$ cat src/rtl/decoder3_pkg.sv
// Shared types and widths for the held 3-to-8 decoder.
// The one-hot decode helper is used by the top-level datapath.
package decoder3_pkg;

    localparam int CODE_W  = 3;
    localparam int LINES_W = 8;
    localparam int CNT_W   = 8;

    typedef enum logic [1:0] {
        IDLE  = 2'd0,
        DRIVE = 2'd1,
        SPACE = 2'd2
    } state_e;

    function automatic logic [LINES_W-1:0] decode(input logic [CODE_W-1:0] i_code);
        return LINES_W'(1) << i_code;
    endfunction

endpackage

$ cat src/rtl/hold_counter.sv
// Loadable down-counter that parks at zero instead of wrapping.
// Load takes priority over enable.
module hold_counter
    import decoder3_pkg::*;
(
    input  logic             clk,
    input  logic             rst_n,
    input  logic             i_load,
    input  logic [CNT_W-1:0] i_load_val,
    input  logic             i_en,
    output logic [CNT_W-1:0] o_count,
    output logic             o_zero
);

    logic [CNT_W-1:0] r_count;

    // NOTE: sequential state uses non-blocking assignments so every register
    // samples pre-edge values, independent of process evaluation order.
    always_ff @(posedge clk or negedge rst_n) begin
        if (!rst_n) begin
            r_count <= '0;
        end else if (i_load) begin
            r_count <= i_load_val;
        end else if (i_en && (r_count != '0)) begin
            r_count <= r_count - 1'b1;
        end
    end

    assign o_count = r_count;
    assign o_zero  = (r_count == '0);

endmodule

$ cat src/rtl/decoder3_hold.sv
// 3-to-8 decoder that holds the decoded line for HOLD cycles, then idles
// for GAP cycles before accepting the next code word.
module decoder3_hold
    import decoder3_pkg::*;
#(
    parameter int unsigned HOLD = 4,
    parameter int unsigned GAP  = 1
) (
    input  logic               clk,
    input  logic               rst_n,
    input  logic               in_valid,
    output logic               in_ready,
    input  logic               none_on,
    input  logic [CODE_W-1:0]  code,
    output logic [LINES_W-1:0] lines,
    output logic               active,
    output logic               done
);

    localparam logic [CNT_W-1:0] HOLD_LOAD = CNT_W'(HOLD - 1);
    localparam logic [CNT_W-1:0] GAP_LOAD  = (GAP > 0) ? CNT_W'(GAP - 1) : '0;

    state_e             r_state;
    state_e             w_state_next;
    logic [LINES_W-1:0] r_lines;
    logic [LINES_W-1:0] w_lines_next;
    logic               r_done;
    logic               w_done_next;
    logic               w_xfer;
    logic               w_load;
    logic [CNT_W-1:0]   w_load_val;
    logic               w_en;
    logic [CNT_W-1:0]   w_count;
    logic               w_zero;

    hold_counter u_hold_counter (
        .clk        (clk),
        .rst_n      (rst_n),
        .i_load     (w_load),
        .i_load_val (w_load_val),
        .i_en       (w_en),
        .o_count    (w_count),
        .o_zero     (w_zero)
    );

    assign w_xfer = in_valid && (r_state == IDLE);

    // NOTE: the whole register set, outputs included, is cleared by the async
    // reset so an interrupted drive leaves no stale line or done pulse behind.
    always_ff @(posedge clk or negedge rst_n) begin
        if (!rst_n) begin
            r_state <= IDLE;
        end else begin
            r_state <= w_state_next;
        end
    end

    // NOTE: every signal gets a default before the case so no path can infer a latch.
    always_comb begin
        w_state_next = r_state;
        w_lines_next = r_lines;
        w_done_next  = 1'b0;
        w_load       = 1'b0;
        w_load_val   = '0;
        w_en         = 1'b0;
        case (r_state)
            IDLE: begin
                if (w_xfer && !none_on) begin
                    w_state_next = DRIVE;
                    w_lines_next = decode(code);
                    w_load       = 1'b1;
                    w_load_val   = HOLD_LOAD;
                    w_done_next  = (HOLD == 1);
                end
            end
            DRIVE: begin
                if (w_zero) begin
                    w_lines_next = '0;
                    if (GAP > 0) begin
                        w_state_next = SPACE;
                        w_load       = 1'b1;
                        w_load_val   = GAP_LOAD;
                    end else begin
                        w_state_next = IDLE;
                    end
                end else begin
                    w_en        = 1'b1;
                    // Count reaches zero next cycle: that cycle is the last drive cycle.
                    w_done_next = (w_count == CNT_W'(1));
                end
            end
            SPACE: begin
                if (w_zero) begin
                    w_state_next = IDLE;
                end else begin
                    w_en = 1'b1;
                end
            end
            default: begin
                w_state_next = IDLE;
                w_lines_next = '0;
            end
        endcase
    end

    always_ff @(posedge clk or negedge rst_n) begin
        if (!rst_n) begin
            r_lines <= '0;
            r_done  <= 1'b0;
        end else begin
            r_lines <= w_lines_next;
            r_done  <= w_done_next;
        end
    end

    always_comb begin
        in_ready = (r_state == IDLE);
        active   = |r_lines;
    end

    assign lines = r_lines;
    assign done  = r_done;

endmodule

$ cat config.mk
export PLATFORM = sky130hd
export DESIGN_NAME = decoder3_hold
export DESIGN_NICKNAME = d
export VERILOG_FILES = /design/src/rtl/decoder3_pkg.sv /design/src/rtl/hold_counter.sv /design/src/rtl/decoder3_hold.sv
export SDC_FILE = /design/constraint.sdc
export NUM_CORES = 1
export LEC_CHECK = 0
export CAP_MARGIN = 20
export CORE_AREA = 2 2 50 52
export CTS_BUF_LIST = sky130_fd_sc_hd__clkbuf_8
export CTS_CLUSTER_DIAMETER = 40
export DETAILED_ROUTE_END_ITERATION = 12
export DIE_AREA = 0 0 52 54
export PLACE_DENSITY = 0.8
export SLEW_MARGIN = 5
export SYNTH_ARGS = -nofsm -noshare
export SYNTH_HDL_FRONTEND = slang
export SYNTH_HIERARCHICAL = 1
export SYNTH_SLANG_ARGS = --single-unit
$ cat constraint.sdc
create_clock -name clk -period 2.7 [get_ports clk]
set_input_delay 0.405 -clock clk [delete_from_list [all_inputs] [get_ports clk]]
set_output_delay 0.405 -clock clk [all_outputs]
set_load 0.01 [all_outputs]
[Word level (Yosys, flattened, before mapping)]
Cells that the tools add are included.
Widths: inputs -> output; s select.
Cells by class
  $add $sub $neg: 1
  equal/unequal tests: 6
  shift-type cells: 1
  mux-type cells: 18
  bitwise logic cells: 1
  reduce and logical (&&, ||, !) cells: 12
Operators by type and width (number)
  $mux 8: 4
  $pmux 8 s3: 1
  $mux 2: 5
  $eq 8x1->1 const B: 1
  $logic_not 8->1: 1
  $reduce_bool 8->1: 1
  $reduce_or 8->1: 1
  $shl 1x3->8 const A: 1
  $sub 8x1->8 const B: 1
  $mux 1: 6
  $ne 2x1->1 const B: 3
  $pmux 2 s3: 1
  $reduce_and 3->1: 2
  $logic_and 1x1->1: 3
  $eq 2x1->1 const B: 1
  $eq 2x2->1 const B: 1
  $logic_not 2->1: 1
  $pmux 1 s2: 1
  $reduce_bool 2->1: 1
  $reduce_or 2->1: 1
  $logic_not 1->1: 1
  $not 1->1: 1
Word-level totals
  flip-flop bits (word level): 19
  bits of input ports: 7
  output and inout port bits: 11
  logic and storage cells: 43

[Longest topological paths before layout]
  depth after elaboration: 6
  mapped depth: 10
  mapped depth without buffers: 9

[By module]
Netlist, hierarchy kept.
Modules (own cells, without submodules)
  decoder3_hold: times used 1, cells each 58, area each 655.6 um2, sequential area each 275.3 um2
  hold_counter: times used 1, cells each 58, area each 528.0 um2, sequential area each 200.2 um2

[Worst setup path before layout]
OpenSTA, ideal clock, no wires.
  path type: register to register
  start: register u_hold_counter.r_count[0], in the netlist u_hold_counter/o_count[0]
  end: register r_lines[0], in the netlist lines[0]
  arrival time: 2290 ps
  required time: 2575 ps
  path slack: 285 ps
  cell stages (with the launch flop): 8
  path buffers: 0
  period minus slack after synthesis: 2415 ps
  cells stage by stage: dfrtp_1 -> inv_1 -> ha_1 -> or3b_2 -> nor2_1 -> nor2b_1 -> a211oi_4 -> mux2_4
Between the ends
  word-level cells in the longest chain between the ends: 3
RTL lines
  from (decl): RTL line hold_counter.sv:15  | logic [CNT_W-1:0] r_count;
  from (signal assigned): RTL line hold_counter.sv:23  | r_count <= i_load_val;
  from (signal assigned): RTL line hold_counter.sv:25  | r_count <= r_count - 1'b1;
  $logic_not 8->1: RTL line hold_counter.sv:30  | assign o_zero = (r_count == '0);
  named net w_zero: RTL line decoder3_hold.sv:34  | logic w_zero;
  $ne 2x1->1 (no line)
  $reduce_and 3->1 (no line)
  to (signal assigned): RTL line decoder3_hold.sv:111  | r_lines <= w_lines_next;
  to (decl): RTL line decoder3_hold.sv:25  | logic [LINES_W-1:0] r_lines;
The timed path passes the listed nets, and every way through them passes these cells.
A chain may end at the register's enable or synchronous reset.

[Worst setup path after layout]
  start: register u_hold_counter.r_count[0], in the netlist u_hold_counter/o_count[0]
  end: register r_lines[6], in the netlist lines[6]
The elaborated chain is that of the path after synthesis.

==> impl_metrics.yaml <==
yosys:
  synth-edff-count: 0
  synth.mux.area_fraction_pct: 10.1
  synth.avg_cell_area_sq_um: 10.2
  synth.most_common_cell: "dfrtp_1"
  yosys-top-cells-area: "dfrtp_1, mux2_4, ha_1"
  synth_area_sq_um: 1180
  synth_flop_cell: "dfrtp_1"
  synth_common_cells: "dfrtp_1, mux2_4, nand2_1, inv_1, nor2_1"
  synth_top_family_by_area: "simple AND/OR/NAND/NOR gates"
  yosysTopAreaCell: "dfrtp_1"
  synth_top_area_share_pct: 40.2
  synth_warnings: 6
  ys_async_sr_fraction_pct: 100
  synth-simple-area-share_pct: 24.2
  synthAdderAreaFrac_pct: 5.29
  syn_inst: 116
  synth_xor_area_share_pct: 0
  yosysSeqAreaShare_pct: 40.2
  synth_seq_cells: 19
  synth_cell_types: 39
  synth_compound_area_share_pct: 16.6
finish:
  area_growth_pct: 25.3
  diodes: 0
  nets: 157
  drive_gt1_share_pct: 16.7
  fin_util_pct: 63.9
clock_tree:
  cts_buffers: 3
  cts_tree: "built"
  path_clk_slew_ns: 0.07
  cts.hold.buffers_added: 0
  cts_buffer_depth: 2
  clock_insertion_delay_worst_skew_ns: 0.25
  clockRootBuffer: "clkbuf_8"
  htreeDepth: 1
  numClockSinks: 19
floorplan:
  start_util_pct: 51.0
  die_width_um: 52
  die-area_sq_um: 2810
  ios: 18
  row_count: 18
  die_h_um: 54
  coreArea_sq_um: 2320
global_route:
  overflow: 0
  grt_max_degree: 20
  antenna_found_initial: 0
  grt_pass1_vias: 925
  grt.total_usage_pct: 19.7
  grt_pass1_wl_um: 4120
detailed_routing:
  vias: 1012
  drtPass1Iterations: 4
  routed_wl_um: 2550
  drt_iter0_drc: 30
  wire_per_inst_um: 14.6
  antenna_left: 0
  drc: 0
  routed_via_density: 5.82
power_and_ir_drop:
  internal_power_mw: 0.909
  ir_drop_v: 0.000529
  p_comb_share_pct: 52.5
  p_sw_mw: 0.601
  p_sw_share_pct: 39.8
  power.density_nw_per_um2: 1020
  clkPwrFrac_pct: 13.0
  leakage_nw: 0.641
  power_frac_seq_pct: 34.5
sta:
  timing.fmax_mhz: 411
  final.setup.worst_slack_ns: 0.265
  finalSetupViolCount: 0
  fin_skew_ns: 0.00109
  tightest_slew_ns: 0.878
  timing.final.crit_period_ns: 2.43
  grt_setup_unrepaired: "no"
  final-hold-violation-count: 0
  slew_headroom_pct: 41.3
  hold_slack_ns: 0.546
  fin_crit_sh_pct: 90.2
  drv_slew: 0
  fin_setup_tns_ns: 0
placement:
  portBuffers: 17
  preCtsSetupSlack_ns: 0.205
  place_hpwl_um: 1870
  gp_congestion: 0.882
setup_path:
  required_ns: 2.84
  rr_worst_depth: 8
  r2r_end: "lines[6]"
  critPathMaxStageDelay_ns: 0.50
  slowest_stage: "or3b_2"
  crit_chain: "inv_1 -> ha_1 -> or3b_2 -> nor2_2 -> nor2b_1 -> a211oi_4 -> buf_4 -> mux2_4"
  worstReg2RegStart: "u_hold_counter/o_count[0]"
  crit_arrival_ns: 2.57
  crit_fanout: 8
  critPathCaptureType: "register"
  rrSetupSlack_ns: 0.27
  crit_type: "reg2reg"
  cp-start-kind: "register"
  critPathLaunch: "u_hold_counter/o_count[0]"
flow_run:
  cap_violations: 0
min_path:
  hp-class: "reg2reg"
  whs_path_depth: 1
  worstHoldStart: "lines[6]"
  min_to: "lines[6]"
run_status:
  status: "completed"
-- worst max-delay path by stage --
stage,end,slack [ns]
floorplan,lines[0],0.29
global placement,lines[6],0.27
detailed placement,u_hold_counter/o_count[7],0.20
CTS,u_hold_counter/o_count[3],0.17
global route,u_hold_counter/o_count[0],0.08
finish,lines[6],0.27
-- per-stage QoR --
stage | instances | instance area, sq um | total power, mW
floorplan | 121 | 1200 | 1.01
global placement | 170 | 1430 | 1.28
detailed placement | 170 | 1430 | 1.30
CTS | 174 | 1480 | 1.52
global route | 174 | 1480 | 1.62
finish | 174 | 1480 | 1.51
-- what timing repair did --
item,4_1_cts,5_1_grt
setup endpoints to repair,0,3
gates resized for setup,0,2
buffers inserted,0,0
-- sequential cells by signal (all words and copies together), names as in the netlist --
name,cells
done,1
lines,8
r_state,2
u_hold_counter/o_count,8
-- cell families after synthesis --
logic type      count (synthesis)
flops                          19
simple gates                   48
other cells                     1
fa+ha+maj                       5
compound gates                 25
mux                             8
buf+inv                        10
-- layout by cell type, fill, tap and decap left out, types with 4 or more instances in the layout --
cell type        instances
nor2_1                   5
ha_1                     5
mux2_4                   8
dfrtp_1                 19
clkdlybuf4s50_1         17
conb_1                   6
nor3b_1                  5
nor3_1                   5
buf_4                    4
inv_1                    7
nor4_1                   5
nand2_1                  8
a21oi_1                  5
o21ai_0                  4
-- critical path, delay by kind of cell (launching register included) --
family	cells	cell delay [ns]
and+or+nand+nor	3	0.85
DFF	1	0.41
buffers and inverters	2	0.34
muxes	1	0.31
AOI/OAI and AO/OA	1	0.21
adders and majority gates	1	0.20
-- per-layer routing --
metal	up-vias	global-route usage [%]	share of wire, %
met3	4	1.94	5.0
li1	491	-	-
met5	-	0	0
met2	37	35.7	50
met1	480	24.6	44
met4	0	6.58	0.90
-- layout make-up --
class	count	area [sq um]
Clock buffer	3	41.3
Clock inverter	1	5.00
Fill cell	210	837
Inverter	8	30.0
Multi-Input combinational cell	92	693
Sequential cell	19	475
Tap cell	30	37.5
Timing Repair Buffer	21	200
-- power groups by stage --
stage	logic [mW]	registers, mW	clock network, mW
2_1_floorplan	0.507	0.505	0
3_3_place_gp	0.764	0.517	0
3_5_place_dp	0.786	0.517	0
4_1_cts	0.792	0.516	0.209
5_1_grt	0.869	0.538	0.217
6_report	0.793	0.521	0.197
Power figures use the tool's default switching activity.
